==> config.mk <==
export PLATFORM = sky130hd
export DESIGN_NAME = pixel_ray_sequencer_flat
export DESIGN_NICKNAME = d
export VERILOG_FILES = /design/src/rtl/pixel_ray_sequencer_if.sv /design/src/rtl/pixel_ray_sequencer.sv /design/src/flat_wrapper.sv
export SDC_FILE = /design/constraint.sdc
export NUM_CORES = 1
export LEC_CHECK = 0
export CORE_MARGIN = 2
export CORE_UTILIZATION = 35
export DETAILED_ROUTE_END_ITERATION = 6
export PLACE_DENSITY = 0.52
export SYNTH_ARGS = -nofsm -noshare
export SYNTH_HDL_FRONTEND = slang
export SYNTH_SLANG_ARGS = --single-unit
==> constraint.sdc <==
create_clock -name clk -period 5.1 [get_ports clk]
set_input_delay 1.53 -clock clk [delete_from_list [all_inputs] [get_ports clk]]
set_output_delay 1.53 -clock clk [all_outputs]
set_load 0.02 [all_outputs]
==> src/rtl/pixel_ray_sequencer_if.sv <==
// pixel_ray_sequencer_if: ray output handshake between the sequencer and its consumer
interface pixel_ray_sequencer_if #(
  parameter int FRAC = 16,
  parameter int IDX_W = 10
);
  logic valid;
  logic ready;
  logic last;
  logic signed [FRAC+2:0] dir_x;
  logic signed [FRAC+2:0] dir_y;
  logic signed [FRAC+2:0] dir_z;
  logic [IDX_W-1:0] px;
  logic [IDX_W-1:0] py;
  logic [3:0] sample;
  modport master (output valid, last, dir_x, dir_y, dir_z, px, py, sample, input ready);
  modport slave (input valid, last, dir_x, dir_y, dir_z, px, py, sample, output ready);
endinterface

==> src/rtl/pixel_ray_sequencer.sv <==
// pixel_ray_sequencer: scans samples/pixels of a frame and emits camera-space primary rays through a 4-stage pipeline
module pixel_ray_sequencer #(
  parameter int H_RES = 800,
  parameter int V_RES = 600,
  parameter int SPP = 1,
  parameter int FRAC = 16,
  parameter int unsigned SCALE_X = 193,
  parameter int unsigned SCALE_Y = 193,
  parameter int unsigned SHIFT_X = 77321,
  parameter int unsigned SHIFT_Y = 57991,
  parameter bit JITTER = 1'b1,
  parameter logic [15:0] SEED_X = 16'h1ACE,
  parameter logic [15:0] SEED_Y = 16'hC0DE
) (
  input  logic clk,
  input  logic rst,
  input  logic start,
  input  logic abort,
  output logic busy,
  output logic frame_done,
  pixel_ray_sequencer_if.master ray
);
  localparam int IDX_W = 10;
  localparam int DW = FRAC + 3;
  localparam int CW = IDX_W + FRAC;
  localparam int PW = CW + 32;
  localparam logic [FRAC-1:0] HALF = FRAC'(1) << (FRAC - 1);
  typedef enum logic [1:0] {IDLE, RUN, DRAIN} state_t;
  typedef struct packed {
    logic [IDX_W-1:0] px;
    logic [IDX_W-1:0] py;
    logic [3:0] s;
    logic l;
  } meta_t;
  state_t state;
  logic [IDX_W-1:0] px_c, py_c;
  logic [3:0] s_c;
  logic [15:0] prng_x, prng_y;
  logic v1, v2, v3;
  meta_t m1, m2, m3;
  logic [CW-1:0] cx1, cy1;
  logic [PW-1:0] prx2, pry2;
  logic [DW-1:0] dx3, dy3;
  logic end_s, end_px, end_py, end_all, adv, issue;
  logic [FRAC-1:0] off_x, off_y;
  function automatic logic [15:0] xorshift(input logic [15:0] v);
    logic [15:0] x;
    x = v ^ (v << 7);
    x = x ^ (x >> 9);
    return x ^ (x << 8);
  endfunction
  always_comb begin
    end_s = s_c == 4'(SPP - 1);
    end_px = px_c == IDX_W'(H_RES - 1);
    end_py = py_c == IDX_W'(V_RES - 1);
    end_all = end_s && end_px && end_py;
    adv = !ray.valid || ray.ready;
    issue = state == RUN && adv && !abort;
    off_x = JITTER ? prng_x[15 -: FRAC] : HALF;
    off_y = JITTER ? prng_y[15 -: FRAC] : HALF;
  end
  assign busy = state != IDLE;
  assign ray.dir_z = DW'(-(1 << FRAC));
  always_ff @(posedge clk) begin
    if (rst) begin
      state <= IDLE;
      {px_c, py_c, s_c} <= '0;
      prng_x <= SEED_X;
      prng_y <= SEED_Y;
      {v1, v2, v3, frame_done} <= '0;
      {m1, m2, m3, cx1, cy1, prx2, pry2, dx3, dy3} <= '0;
      ray.valid <= 1'b0;
      ray.last <= 1'b0;
      ray.px <= '0;
      ray.py <= '0;
      ray.sample <= '0;
      ray.dir_x <= '0;
      ray.dir_y <= '0;
    end else begin
      frame_done <= 1'b0;
      if (adv) begin
        v1 <= issue;
        m1 <= {px_c, py_c, s_c, end_all};
        cx1 <= {px_c, off_x};
        cy1 <= {py_c, off_y};
        v2 <= v1;
        m2 <= m1;
        prx2 <= PW'(cx1) * PW'(SCALE_X);
        pry2 <= PW'(cy1) * PW'(SCALE_Y);
        v3 <= v2;
        m3 <= m2;
        dx3 <= DW'((prx2 >> FRAC) - PW'(SHIFT_X));
        dy3 <= DW'((pry2 >> FRAC) - PW'(SHIFT_Y));
        ray.valid <= v3;
        ray.px <= m3.px;
        ray.py <= m3.py;
        ray.sample <= m3.s;
        ray.last <= m3.l;
        ray.dir_x <= dx3;
        ray.dir_y <= dy3;
      end
      if (issue) begin
        s_c <= end_s ? '0 : s_c + 4'd1;
        if (end_s) px_c <= end_px ? '0 : px_c + IDX_W'(1);
        if (end_s && end_px) py_c <= end_py ? '0 : py_c + IDX_W'(1);
        prng_x <= xorshift(prng_x);
        prng_y <= xorshift(prng_y);
      end
      case (state)
        IDLE: if (start && !frame_done && !abort) begin
          state <= RUN;
          {px_c, py_c, s_c} <= '0;
        end
        RUN: if (issue && end_all) state <= DRAIN;
        DRAIN: if (ray.valid && ray.ready && ray.last && !abort) begin
          state <= IDLE;
          frame_done <= 1'b1;
        end
        default: state <= IDLE;
      endcase
      // abort wins over everything else; PRNG state deliberately survives it
      if (abort) begin
        state <= IDLE;
        {v1, v2, v3} <= '0;
        ray.valid <= 1'b0;
      end
    end
  end
endmodule

==> src/flat_wrapper.sv <==
// flat-port wrapper written by rule: the top's interface ports become plain ports
module pixel_ray_sequencer_flat 
#(
  parameter int H_RES = 800,
  parameter int V_RES = 600,
  parameter int SPP = 1,
  parameter int FRAC = 16,
  parameter int unsigned SCALE_X = 193,
  parameter int unsigned SCALE_Y = 193,
  parameter int unsigned SHIFT_X = 77321,
  parameter int unsigned SHIFT_Y = 57991,
  parameter bit JITTER = 1'b1,
  parameter logic [15:0] SEED_X = 16'h1ACE,
  parameter logic [15:0] SEED_Y = 16'hC0DE
)
  (clk, rst, start, abort, busy, frame_done, ray_valid, ray_last, ray_dir_x, ray_dir_y, ray_dir_z, ray_px, ray_py, ray_sample, ray_ready);
  pixel_ray_sequencer_if #(.FRAC(FRAC), .IDX_W(10)) ray_i ();
  input  logic clk;
  input  logic rst;
  input  logic start;
  input  logic abort;
  output logic busy;
  output logic frame_done;
  output wire logic [$bits(ray_i.valid)-1:0] ray_valid;
  output wire logic [$bits(ray_i.last)-1:0] ray_last;
  output wire logic [$bits(ray_i.dir_x)-1:0] ray_dir_x;
  output wire logic [$bits(ray_i.dir_y)-1:0] ray_dir_y;
  output wire logic [$bits(ray_i.dir_z)-1:0] ray_dir_z;
  output wire logic [$bits(ray_i.px)-1:0] ray_px;
  output wire logic [$bits(ray_i.py)-1:0] ray_py;
  output wire logic [$bits(ray_i.sample)-1:0] ray_sample;
  input wire logic [$bits(ray_i.ready)-1:0] ray_ready;
  assign ray_valid = ray_i.valid;
  assign ray_last = ray_i.last;
  assign ray_dir_x = ray_i.dir_x;
  assign ray_dir_y = ray_i.dir_y;
  assign ray_dir_z = ray_i.dir_z;
  assign ray_px = ray_i.px;
  assign ray_py = ray_i.py;
  assign ray_sample = ray_i.sample;
  assign ray_i.ready = ray_ready;
  pixel_ray_sequencer #(.H_RES(H_RES), .V_RES(V_RES), .SPP(SPP), .FRAC(FRAC), .SCALE_X(SCALE_X), .SCALE_Y(SCALE_Y), .SHIFT_X(SHIFT_X), .SHIFT_Y(SHIFT_Y), .JITTER(JITTER), .SEED_X(SEED_X), .SEED_Y(SEED_Y)) u_core (.clk(clk), .rst(rst), .start(start), .abort(abort), .busy(busy), .frame_done(frame_done), .ray(ray_i));
endmodule
Yosys cells after proc, flatten, opt, wreduce, memory -nomap -nowiden. Cells that the tools add are included.

Output and inout bits: 85. Input bits: 5. Register bits after elaboration: 359.

Multiply operators: 2. Mux-type cells: 19. Bitwise operators: 7. $add $sub $neg: 5. Reduce and logical (&&, ||, !) cells: 20. Eq/ne operators: 7.

Operators with widths (number): 10-bit two-way mux (10); 26-bit by 8-bit multiplier with 34-bit output (second input constant) (2); 16-bit bitwise XOR (4); 16-bit by 7-bit bitwise XOR with 16-bit output (2); 10-bit by 1-bit adder with 10-bit output (second input constant) (2); 10-bit == test (second input constant) (2); 18-bit by 16-bit subtractor with 19-bit output (second input constant) (1); 18-bit by 17-bit subtractor with 19-bit output (second input constant) (1); 4-bit two-way mux (4); 1-bit logical AND (10); 2-bit two-way mux (3); 2-bit one-hot mux with 3 select lines (1); 4-bit by 1-bit adder with 4-bit output (second input constant) (1); 4-bit zero test (1); 2-bit by 1-bit != test with 1-bit output (second input constant) (2); 2-bit OR reduction (2); 1-bit zero test (3); 3-bit AND reduction (1); 2-bit by 1-bit == test with 1-bit output (second input constant) (1); 2-bit == test (second input constant) (1); 2-bit zero test (1); 2-bit != test (second input constant) (1); 2-bit nonzero test (1); 1-bit logical OR (1); other kinds (2) (2).

Logic depth before layout (Yosys ltp). Gate-level depths: netlist (run 1).

Depth after elaboration: 7. Depth in mapped cells: 14. Gate-level depth less buffers: 14.

Least setup slack after synthesis (run 1). OpenSTA, ideal clock, no wires.

Path type: flip-flop to flip-flop. From: reg u_core.cy1[14]. To: reg u_core.pry2[28]. Buffers on the path: 1. Stages on the path, launching flop included: 13. Data required time: 4.983 ns. Data arrival time: 3.526 ns. Clock period less this slack: 3.643 ns. Setup slack: 1.457 ns. Path through: dfxtp_1 ha_1 ha_1 fa_1 ha_1 ha_1 clkbuf_1 a21o_1 a221o_1 a21oi_1 a21oi_1 or3_1 a32o_1.

Longest elaborated chain between the ends: 1.

Ends and longest elaborated chain: start, declared (RTL line pixel_ray_sequencer.sv:41) `logic [CW-1:0] cx1, cy1;`; start signal, assigned (RTL line pixel_ray_sequencer.sv:85) `cy1 <= {py_c, off_y};`; 26-bit by 8-bit multiplier with 34-bit output (RTL line pixel_ray_sequencer.sv:89) `pry2 <= PW'(cy1) * PW'(SCALE_Y);`; end signal, assigned (RTL line pixel_ray_sequencer.sv:89); end, declared (RTL line pixel_ray_sequencer.sv:42) `logic [PW-1:0] prx2, pry2;`.

Every way passes these cells. A chain may end at the register's enable or synchronous reset.

Final worst setup path (run 1).
From: reg u_core.cx1[9]. To: reg u_core.prx2[33].

Longest elaborated chain between the ends: 1.

Ends and longest elaborated chain: start, declared (RTL line pixel_ray_sequencer.sv:41); start signal, assigned (RTL line pixel_ray_sequencer.sv:84) `cx1 <= {px_c, off_x};`; 26-bit by 8-bit multiplier with 34-bit output (RTL line pixel_ray_sequencer.sv:88) `prx2 <= PW'(cx1) * PW'(SCALE_X);`; end signal, assigned (RTL line pixel_ray_sequencer.sv:88); end, declared (RTL line pixel_ray_sequencer.sv:42).

Every way passes these cells.

==> flow_summary.json, run 1 <==
{
  "leakage_uw": 0.008337,
  "clk_latency_ps": 540,
  "endpoint_kind": "flip-flop",
  "dp_hpwl_microns": 27320,
  "num_rows": 80,
  "finalWirelength_microns": 38730,
  "min_period_over_period_pct": 78.19,
  "synth_top_area_share_pct": 36.11,
  "fillers": 4870,
  "coreArea_sq_um": 47850,
  "max_freq_mhz": 250.8,
  "synth_area_sq_um": 17020,
  "swShare_pct": 24.72,
  "cts_setup_buffers": 0,
  "syn_avg_cell_area_sq_um": 8.531,
  "grt_max_degree": 162,
  "holdWs_ps": 448.5,
  "area_growth_pct": 13.62,
  "first_pass_iters": 5,
  "antenna_cells": 0,
  "seqPwrFrac_pct": 45.2,
  "worstPathRequired_ps": 5550,
  "dieArea_sq_um": 50400,
  "synth_cells": 1995,
  "drive_above_1_share_pct": 5.010,
  "fin_total_pwr_uw": 5593,
  "synth_edf_count": 0,
  "synthArstFlopShare_pct": 0,
  "multiInputGateArea_sq_um": 10320,
  "power.share.clock_pct": 46.3,
  "gp_congestion": 0.8151,
  "switchingPower_uw": 1382,
  "clkTransAtPathRegs_ps": 60,
  "p_int_uw": 4210,
  "ys_seq_elements": 307,
  "h-tree-depth": 2,
  "hold_viol": 0,
  "maxCapViolCount": 0,
  "ys_seq_area_share_pct": 36.11,
  "finalSetupViolCount": 0,
  "vias": 13340,
  "drt_iter0_drc": 702,
  "drcViolationCount": 0,
  "skew_ps": 19.43,
  "worst_slew_pin_slew_ps": 871.1,
  "cts_tree": "built",
  "avgViaCountPerCell": 5.034,
  "crit_path_start_kind": "flip-flop",
  "final_util_pct": 40.42,
  "synth_ff_type": "dfxtp_1",
  "holdBufCountCts": 0,
  "start_util_pct": 35.57,
  "ant_nets": 0,
  "portBuffers": 70,
  "nets": 2269,
  "grt_overflow": 0,
  "die_w_microns": 224.5,
  "grt_setup_unrepaired": "false",
  "seqCellArea_sq_um": 6146,
  "antenna_found_initial": 0,
  "fin_crit_ps": 3988,
  "powerDensity_nw_per_um2": 289.2,
  "die_height_microns": 224.5,
  "outcome": "completed",
  "ir_drop_mv": 0.1986,
  "ctsResizeCount": 0,
  "yosysTopAreaCell": "dfxtp_1",
  "crit_fanout": 5,
  "slew_violations": 0,
  "hold_path_class": "flip-flop to flip-flop",
  "io_pins": 90,
  "numCtsBuffers": 37,
  "pwr-share-comb_pct": 8.4,
  "crit_type": "flip-flop to flip-flop",
  "track_usage_pct": 15.33,
  "ys_types": 71,
  "cp_data_arrival_time_ps": 4430,
  "grt_pass1_wl_microns": 64460,
  "first_global_vias": 12660,
  "slew_headroom_pct": 41.71,
  "clockRootBuffer": "clkbuf_16",
  "clockBufferDepth": 3,
  "netlist_top_cells_area": "dfxtp_1, ha_1, nand2_1, a21oi_1, fa_1",
  "yosys_warnings": 0,
  "tns_ps": 0,
  "clkSinkCount": 307,
  "avgRoutedWirePerCell_microns": 14.61
}
## power groups by stage
stage,registers (uW),clock network (uW),logic [uW]
after floorplan,2580,0,347
after global placement,2580,0,469
after detailed placement,2580,0,474
after CTS,2530,2670,479
after global routing,2540,2760,541
final,2530,2590,472
## path summary, 6_finish.rpt
| kind | start | end | slack [ps] | cells after the start |
|---|---|---|---|---|
| worst max-delay path | u_core.cx1[9]$_SDFFE_PP0N_ | u_core.prx2[33]$_SDFFE_PP0N_ | 1110 | 12 |
| worst min-delay path | u_core.ray.dir_y[4]$_SDFFE_PP0N_ | u_core.ray.dir_y[4]$_SDFFE_PP0N_ | 450 | 2 |
| worst max register to register | u_core.cx1[9]$_SDFFE_PP0N_ | u_core.prx2[33]$_SDFFE_PP0N_ | 1110 | 12 |
| worst min register to register | u_core.ray.dir_y[4]$_SDFFE_PP0N_ | u_core.ray.dir_y[4]$_SDFFE_PP0N_ | 450 | 2 |
## worst max-delay path, stage by stage, from the launching register on
cell,delay [ps]
dfxtp_1,430
ha_1,280
ha_1,310
fa_1,460
ha_1,310
ha_1,310
nand2_1,60
o21a_1,210
o221a_2,320
a211oi_1,680
a21oi_1,170
xnor2_1,170
a211oi_1,210
## layer usage
layer,global-route usage [%],vias up,part of all wire [%],wire length (microns)
li1,-,6903,-,-
met1,21.36,6222,51,19670
met2,24.68,164,44,17010
met3,2.351,55,3.3,1275
met4,4.144,0,2.0,781
met5,0,-,0,0
## final cells by class
cell class	instances	area share [%]
clock buffers	56	5.687
flip-flops and latches	307	31.78
well taps	615	3.979
multi-input cells	1555	53.35
clock inverters	10	0.4594
repair buffers	82	4.238
inverters	26	0.5047
## sequential cells by signal (all words and copies together), names as in the netlist, 18 cells and up
name	cells
u_core.m2	25
u_core.ray.dir_y	19
u_core.pry2	18
u_core.m3	25
u_core.prx2	18
u_core.m1	25
u_core.ray.dir_x	19
u_core.dx3	19
u_core.dy3	19
## cell usage after synthesis (4+ instances only)
| library cell | number |
|---|---|
| inv_1 | 26 |
| a22oi_1 | 4 |
| o31ai_1 | 6 |
| nand2b_1 | 7 |
| nor4_1 | 6 |
| nor2b_1 | 5 |
| and3_1 | 14 |
| a211oi_1 | 25 |
| o21bai_1 | 10 |
| fa_1 | 34 |
| nand2_1 | 454 |
| a21o_1 | 17 |
| a311oi_1 | 4 |
| or3_1 | 22 |
| dfxtp_1 | 307 |
| a211o_1 | 4 |
| a21oi_1 | 257 |
| clkbuf_1 | 100 |
| o21a_1 | 7 |
| nor3_1 | 31 |
| buf_1 | 4 |
| o21ai_0 | 73 |
| xnor2_1 | 68 |
| mux2i_1 | 4 |
| a31oi_1 | 14 |
| xor2_1 | 51 |
| nor2_1 | 91 |
| ha_1 | 221 |
| or3b_2 | 14 |
| nand3_1 | 24 |
| or2_2 | 5 |
| buf_4 | 19 |
| nand4_1 | 10 |
## logic make-up (layout without fill, tap and decap cells)
family,count (synthesis),after routing,synth area share (%)
other,2,19,0.04413
flip-flops,307,307,36.11
AO/OA/AOI/OAI,453,453,15.37
XOR/XNOR,119,119,6.124
multiplexers,5,5,0.3014
AND/OR/NAND/NOR,704,704,18.06
adder cells (fa/ha/maj),255,255,20.25
buffers and inverters,150,174,3.735
## stage by stage
step / std cells / worst slack (ps) / instance area (sq um)
6_report: 2651 / 1112 / 19340
5_1_grt: 2651 / 746.0 / 19340
4_1_cts: 2651 / 1108 / 19340
3_5_place_dp: 2585 / 1125 / 18150
3_3_place_gp: 2585 / 1138 / 18150
2_1_floorplan: 2012 / 1457 / 17080
## cells in the final DEF (no fill, tap or decap), types with 3 or more instances in the layout
cell type	n
or3_1	22
clkbuf_16	39
dfxtp_1	307
clkinv_2	5
nand4_1	10
o21a_1	7
a211o_1	4
nor3_1	31
a211oi_1	25
o21ai_0	73
or3b_2	14
a21o_1	17
nand2_1	454
and3_1	14
buf_4	10
xnor2_1	68
fa_1	34
clkbuf_1	11
nand2b_1	6
nor2b_1	4
o2111ai_1	3
a22oi_1	4
or4_1	3
mux2i_1	4
a311oi_1	4
or2_2	5
a31oi_1	14
a2111o_1	3
ha_1	221
inv_1	26
nor4_1	6
nand3_1	24
nor2_1	91
a21oi_1	257
clkbuf_8	7
clkdlybuf4s50_1	69
conb_1	19
xor2_1	51
o31ai_1	6
o21bai_1	10
(Power assumes the default switching activity.)
==> inputs of run 2 (changes only) <==
- PLACE_DENSITY: 0.52 -> 0.54
- clock period: 5.1 -> 3.4 ns (I/O delays scaled with it)
==> flow_summary.json, run 2 (synthesis gave the netlist of run 1 again) <==
{
  "outcome": "finished, violations left",
  "violations": "setup timing",
  "portBuffers": 70,
  "placed_cell_area_sq_um": 19320,
  "clkSinkCount": 307,
  "io_pins": 90,
  "cts_tree": "built",
  "hold_path_class": "flip-flop to flip-flop",
  "final_cell_area_sq_um": 22310,
  "start_util_pct": 35.57,
  "leakage_uw": 0.009098,
  "antenna_cells": 0,
  "slew_headroom_pct": 31.23,
  "num_rows": 80,
  "mostFrequentLayoutCells": "nand2_1, dfxtp_1, a21oi_1, buf_4, ha_1",
  "finalSetupViolCount": 10,
  "numCtsBuffers": 34,
  "h-tree-depth": 2,
  "die_w_microns": 224.5,
  "critPathBufInv": 2,
  "ir_drop_mv": 0.2661,
  "drt_iter0_drc": 721,
  "drive_above_1_share_pct": 20.82,
  "nets": 2411,
  "cp_cell_sequence": "buf_6 -> ha_4 -> ha_4 -> fa_1 -> ha_1 -> ha_1 -> nand4_1 -> nor2_4 -> buf_6 -> o31ai_4 -> a211o_1 -> a21o_1 -> a2111o_1 -> nand3_1",
  "dp_hpwl_microns": 29000,
  "grt_pass1_wl_microns": 68480,
  "holdBufCountCts": 0,
  "gp_congestion": 0.8385,
  "finalWirelength_microns": 41840,
  "area_growth_pct": 31.11,
  "maxCapViolCount": 0,
  "first_global_vias": 13540,
  "swShare_pct": 23.98,
  "slew_violations": 0,
  "clk_latency_ps": 520,
  "clkTransAtPathRegs_ps": 60,
  "seqPwrFrac_pct": 42.6,
  "critPathSlowestCell": "fa_1",
  "track_usage_pct": 16.29,
  "pwr-share-comb_pct": 12.4,
  "dieArea_sq_um": 50400,
  "fin_crit_ps": 3494,
  "power.share.clock_pct": 45.0,
  "drcViolationCount": 0,
  "endpoint_kind": "flip-flop",
  "crit_path_start_kind": "flip-flop",
  "largestRegisters": "u_core.m1 x25, u_core.m2 x25, u_core.m3 x25",
  "crit_fanout": 3,
  "min_period_over_period_pct": 102.8,
  "avgRoutedWirePerCell_microns": 14.99,
  "coreArea_sq_um": 47850,
  "clockBufferDepth": 3,
  "p_int_uw": 6773,
  "antenna_found_initial": 0,
  "fin_total_pwr_uw": 8909,
  "clockRootBuffer": "clkbuf_16",
  "grt_setup_unrepaired": "true",
  "worstPathRequired_ps": 3850,
  "holdWs_ps": 448.1,
  "finalWorstSetupSlack_ps": -94.25,
  "hold_viol": 0,
  "crit_type": "flip-flop to flip-flop",
  "powerDensity_nw_per_um2": 399.3,
  "skew_ps": 13.69,
  "grt_max_degree": 146,
  "switchingPower_uw": 2136,
  "vias": 13960,
  "first_pass_iters": 4,
  "final_common_cell": "nand2_1",
  "ant_nets": 0,
  "cp_data_arrival_time_ps": 3950,
  "cpPeakStageDelay_ps": 440,
  "avgViaCountPerCell": 5.001,
  "worst_slew_pin_slew_ps": 1028,
  "die_height_microns": 224.5,
  "grt_overflow": 0,
  "tns_ps": -360.3,
  "max_freq_mhz": 286.2,
  "cp_top_family": "adder cells"
}
-- run 2: changes by cell type in the layout (fill, tap and decap cells not counted), moves of 7 or more --
cell / change
o21ai_0: -24
o21ai_1: +19
ha_4: +90
clkbuf_1: -7
dfxtp_1: -33
buf_6: +9
a21oi_2: +12
buf_4: +131
a21oi_1: -16
dfxtp_4: +14
ha_1: -95
dfxtp_2: +19
-- run 2: power groups by stage --
| stage | combinational (uW) | sequential [uW] | clock (uW) |
|---|---|---|---|
| floorplan | 537 | 3870 | 0 |
| CTS | 1010 | 3790 | 4130 |
| detailed placement | 835 | 3870 | 0 |
| global placement | 824 | 3860 | 0 |
| global route | 1220 | 3800 | 4270 |
| finish | 1110 | 3790 | 4010 |
-- run 2: worst paths after layout --
kind                                               startpoint                             to  slack (ps)  cells after the start
worst min register to register  u_core.ray.px[6]$_SDFFE_PP0N_  u_core.ray.px[6]$_SDFFE_PP0N_         450                      2
worst max register to register     u_core.cy1[2]$_SDFFE_PP0N_   u_core.pry2[32]$_SDFFE_PP0N_         -90                     14
worst min-delay path            u_core.ray.px[6]$_SDFFE_PP0N_  u_core.ray.px[6]$_SDFFE_PP0N_         450                      2
worst max-delay path               u_core.cy1[2]$_SDFFE_PP0N_   u_core.pry2[32]$_SDFFE_PP0N_         -90                     14
-- run 2: final cells by class --
type                       instances  area (sq um)
clock buffer                      49          1051
timing repair buffer             227          2004
fill                            4475         25530
multi-input combinational       1555         11980
sequential                       307          6222
clock inverter                    12         187.7
tap                              615         769.5
inverter                          26         97.59
-- run 2: worst reg2reg max path, cell delays in order (launching register included) --
cell	delay, ps
dfxtp_4	350
buf_6	120
ha_4	150
ha_4	260
fa_1	440
ha_1	320
ha_1	280
nand4_1	130
nor2_4	200
buf_6	130
o31ai_4	50
a211o_1	330
a21o_1	230
a2111o_1	370
nand3_1	70
-- run 2: routing by layer --
layer	share of wire (%)	GRT usage [%]	vias up
li1	-	-	7179
met1	47	21.54	6567
met2	48	27.94	159
met3	2.6	2.155	52
met4	2.2	4.294	0
met5	0	0	-
-- run 2: timing repair --
| action | 4_1_cts | 5_1_grt |
|---|---|---|
| gates resized for setup | 144 | 117 |
| hold endpoints to repair | 0 | 0 |
| setup endpoints to repair | 34 | 32 |
| pin swaps | 102 | 100 |
| buffers inserted | 11 | 1 |
-- run 2: per-stage QoR --
step	cells	worst slack, ps	util (%)
6_report	2791	-94.25	46.63
4_1_cts	2790	-80.71	45.25
3_3_place_gp	2721	-283.6	40.38
3_5_place_dp	2721	-354.8	40.38
5_1_grt	2791	-213.1	46.63
2_1_floorplan	2012	-45.65	-
==> inputs of run 3 (changes only) <==
- PLACE_DENSITY: 0.54 -> default
==> flow_summary.json, run 3 (synthesis gave the netlist of run 1 again) <==
{
  "outcome": "finished, violations left",
  "violations": "setup timing",
  "clockRootBuffer": "clkbuf_16",
  "die_height_microns": 224.5,
  "portBuffers": 70,
  "clkSinkCount": 307,
  "numCtsBuffers": 31,
  "path_common_cell": "ha_4",
  "leakage_uw": 0.008937,
  "drive_above_1_share_pct": 21.05,
  "critPathSlowestCell": "fa_1",
  "max_freq_mhz": 286.1,
  "die_w_microns": 224.5,
  "first_global_vias": 13470,
  "powerDensity_nw_per_um2": 379.5,
  "avgRoutedWirePerCell_microns": 14.78,
  "mostFrequentLayoutCells": "nand2_1, dfxtp_1, a21oi_1, buf_4, ha_1",
  "cp_cell_sequence": "ha_4 -> ha_4 -> fa_1 -> ha_4 -> ha_4 -> nand4_1 -> nor2_4 -> buf_6 -> o31ai_4 -> a211o_1 -> a21o_1 -> a2111o_1 -> nand3_1",
  "skew_ps": 16.79,
  "endpoint_kind": "flip-flop",
  "worstPathRequired_ps": 3910,
  "largestRegisters": "u_core.m1 x25, u_core.m2 x25, u_core.m3 x25",
  "worst_slew_pin_slew_ps": 801.8,
  "crit_type": "flip-flop to flip-flop",
  "grt_setup_unrepaired": "true",
  "clkTransAtPathRegs_ps": 60,
  "clk_latency_ps": 570,
  "cp_top_family": "adder cells",
  "antenna_cells": 0,
  "dp_hpwl_microns": 28270,
  "dieArea_sq_um": 50400,
  "cts_tree": "built",
  "start_util_pct": 35.57,
  "maxCapViolCount": 0,
  "ant_nets": 0,
  "min_period_over_period_pct": 102.8,
  "vias": 14040,
  "crit_fanout": 3,
  "area_growth_pct": 29.95,
  "fin_crit_ps": 3495,
  "tns_ps": -239.3,
  "antenna_found_initial": 0,
  "avgViaCountPerCell": 5.050,
  "critPathBufInv": 1,
  "grt_pass1_wl_microns": 66160,
  "hold_viol": 0,
  "place_inst": 2714,
  "final_util_pct": 46.22,
  "coreArea_sq_um": 47850,
  "ir_drop_mv": 0.3127,
  "grt_max_degree": 136,
  "cpPeakStageDelay_ps": 550,
  "slew_violations": 0,
  "crit_path_start_kind": "flip-flop",
  "clockBufferDepth": 3,
  "finalWirelength_microns": 41110,
  "hold_path_class": "flip-flop to flip-flop",
  "gp_congestion": 0.8378,
  "drt_iter0_drc": 659,
  "fillers": 4458,
  "holdBufCountCts": 0,
  "first_pass_iters": 4,
  "grt_overflow": 0,
  "final_common_cell": "nand2_1",
  "nets": 2404,
  "io_pins": 90,
  "h-tree-depth": 1,
  "num_rows": 80,
  "finalSetupViolCount": 5,
  "final_cells": 2781,
  "finalWorstSetupSlack_ps": -95.01,
  "track_usage_pct": 15.53,
  "drcViolationCount": 0,
  "cp_data_arrival_time_ps": 4000,
  "slew_headroom_pct": 46.35
}
## run 3: cell count changes in the layout (fill, tap and decap cells not counted), sizes merged
cell    change
buf         -4
bufinv      -2
clkbuf      -8
clkinv      +4
## run 3: area by class of cell
type                    count  area [sq um]  share of cell area, %
clock inverters            14         155.1                 0.7015
flip-flops and latches    307          6217                  28.11
well taps                 615         769.5                  3.479
multi-input cells        1555         12050                  54.46
inverters                  26         97.59                 0.4413
clock buffers              41         893.4                  4.039
repair buffers            223          1938                  8.763
## run 3: metal layers
metal | track usage (%) | vias to the layer above | wire length [microns]
met5 | 0 | - | 0
met4 | 5.490 | 0 | 1218
met3 | 1.737 | 67 | 1188
met2 | 26.78 | 192 | 19910
met1 | 20.09 | 6608 | 18800
li1 | - | 7176 | -
## run 3: what timing repair did
item,4_1_cts,5_1_grt
buffers inserted,6,9
gates resized for setup,149,110
pin swaps,115,86
endpoints found under the setup margin,33,33
hold endpoints to repair,0,0
## run 3: path summary, 6_finish.rpt
kind	from	end	slack (ps)	cells after the start
worst min register to register	u_core.ray.py[3]$_SDFFE_PP0N_	u_core.ray.py[3]$_SDFFE_PP0N_	450	2
worst max-delay path	u_core.cy1[3]$_SDFFE_PP0N_	u_core.pry2[32]$_SDFFE_PP0N_	-100	13
worst min-delay path	u_core.ray.py[3]$_SDFFE_PP0N_	u_core.ray.py[3]$_SDFFE_PP0N_	450	2
worst max register to register	u_core.cy1[3]$_SDFFE_PP0N_	u_core.pry2[32]$_SDFFE_PP0N_	-100	13
## run 3: worst min-delay path: cells and delay by family, from the launching register on
kind / cells / cell delay [ps]
AND/OR/NAND/NOR: 1 / 50
AO/OA/AOI/OAI: 1 / 50
flip-flops: 1 / 310
## run 3: where the power goes
group          leakage [uW]  switching [uW]  total [uW]  internal [uW]
combinational       0.00590             564        1130            569
sequential          0.00251            92.9        3790           3700
clock              0.000524            1410        3470           2060
## run 3: stage by stage
stage	setup slack, ps	total power, uW	instance area [sq um]	hold WS, ps
5_1_grt	-174.3	8740	22120	464.0
6_report	-95.01	8393	22120	448.9
3_5_place_dp	-319.5	4694	19250	442.8
4_1_cts	-12.50	8369	21400	451.5
2_1_floorplan	-45.65	4411	17200	424.9
3_3_place_gp	-284.2	4669	19250	439.8
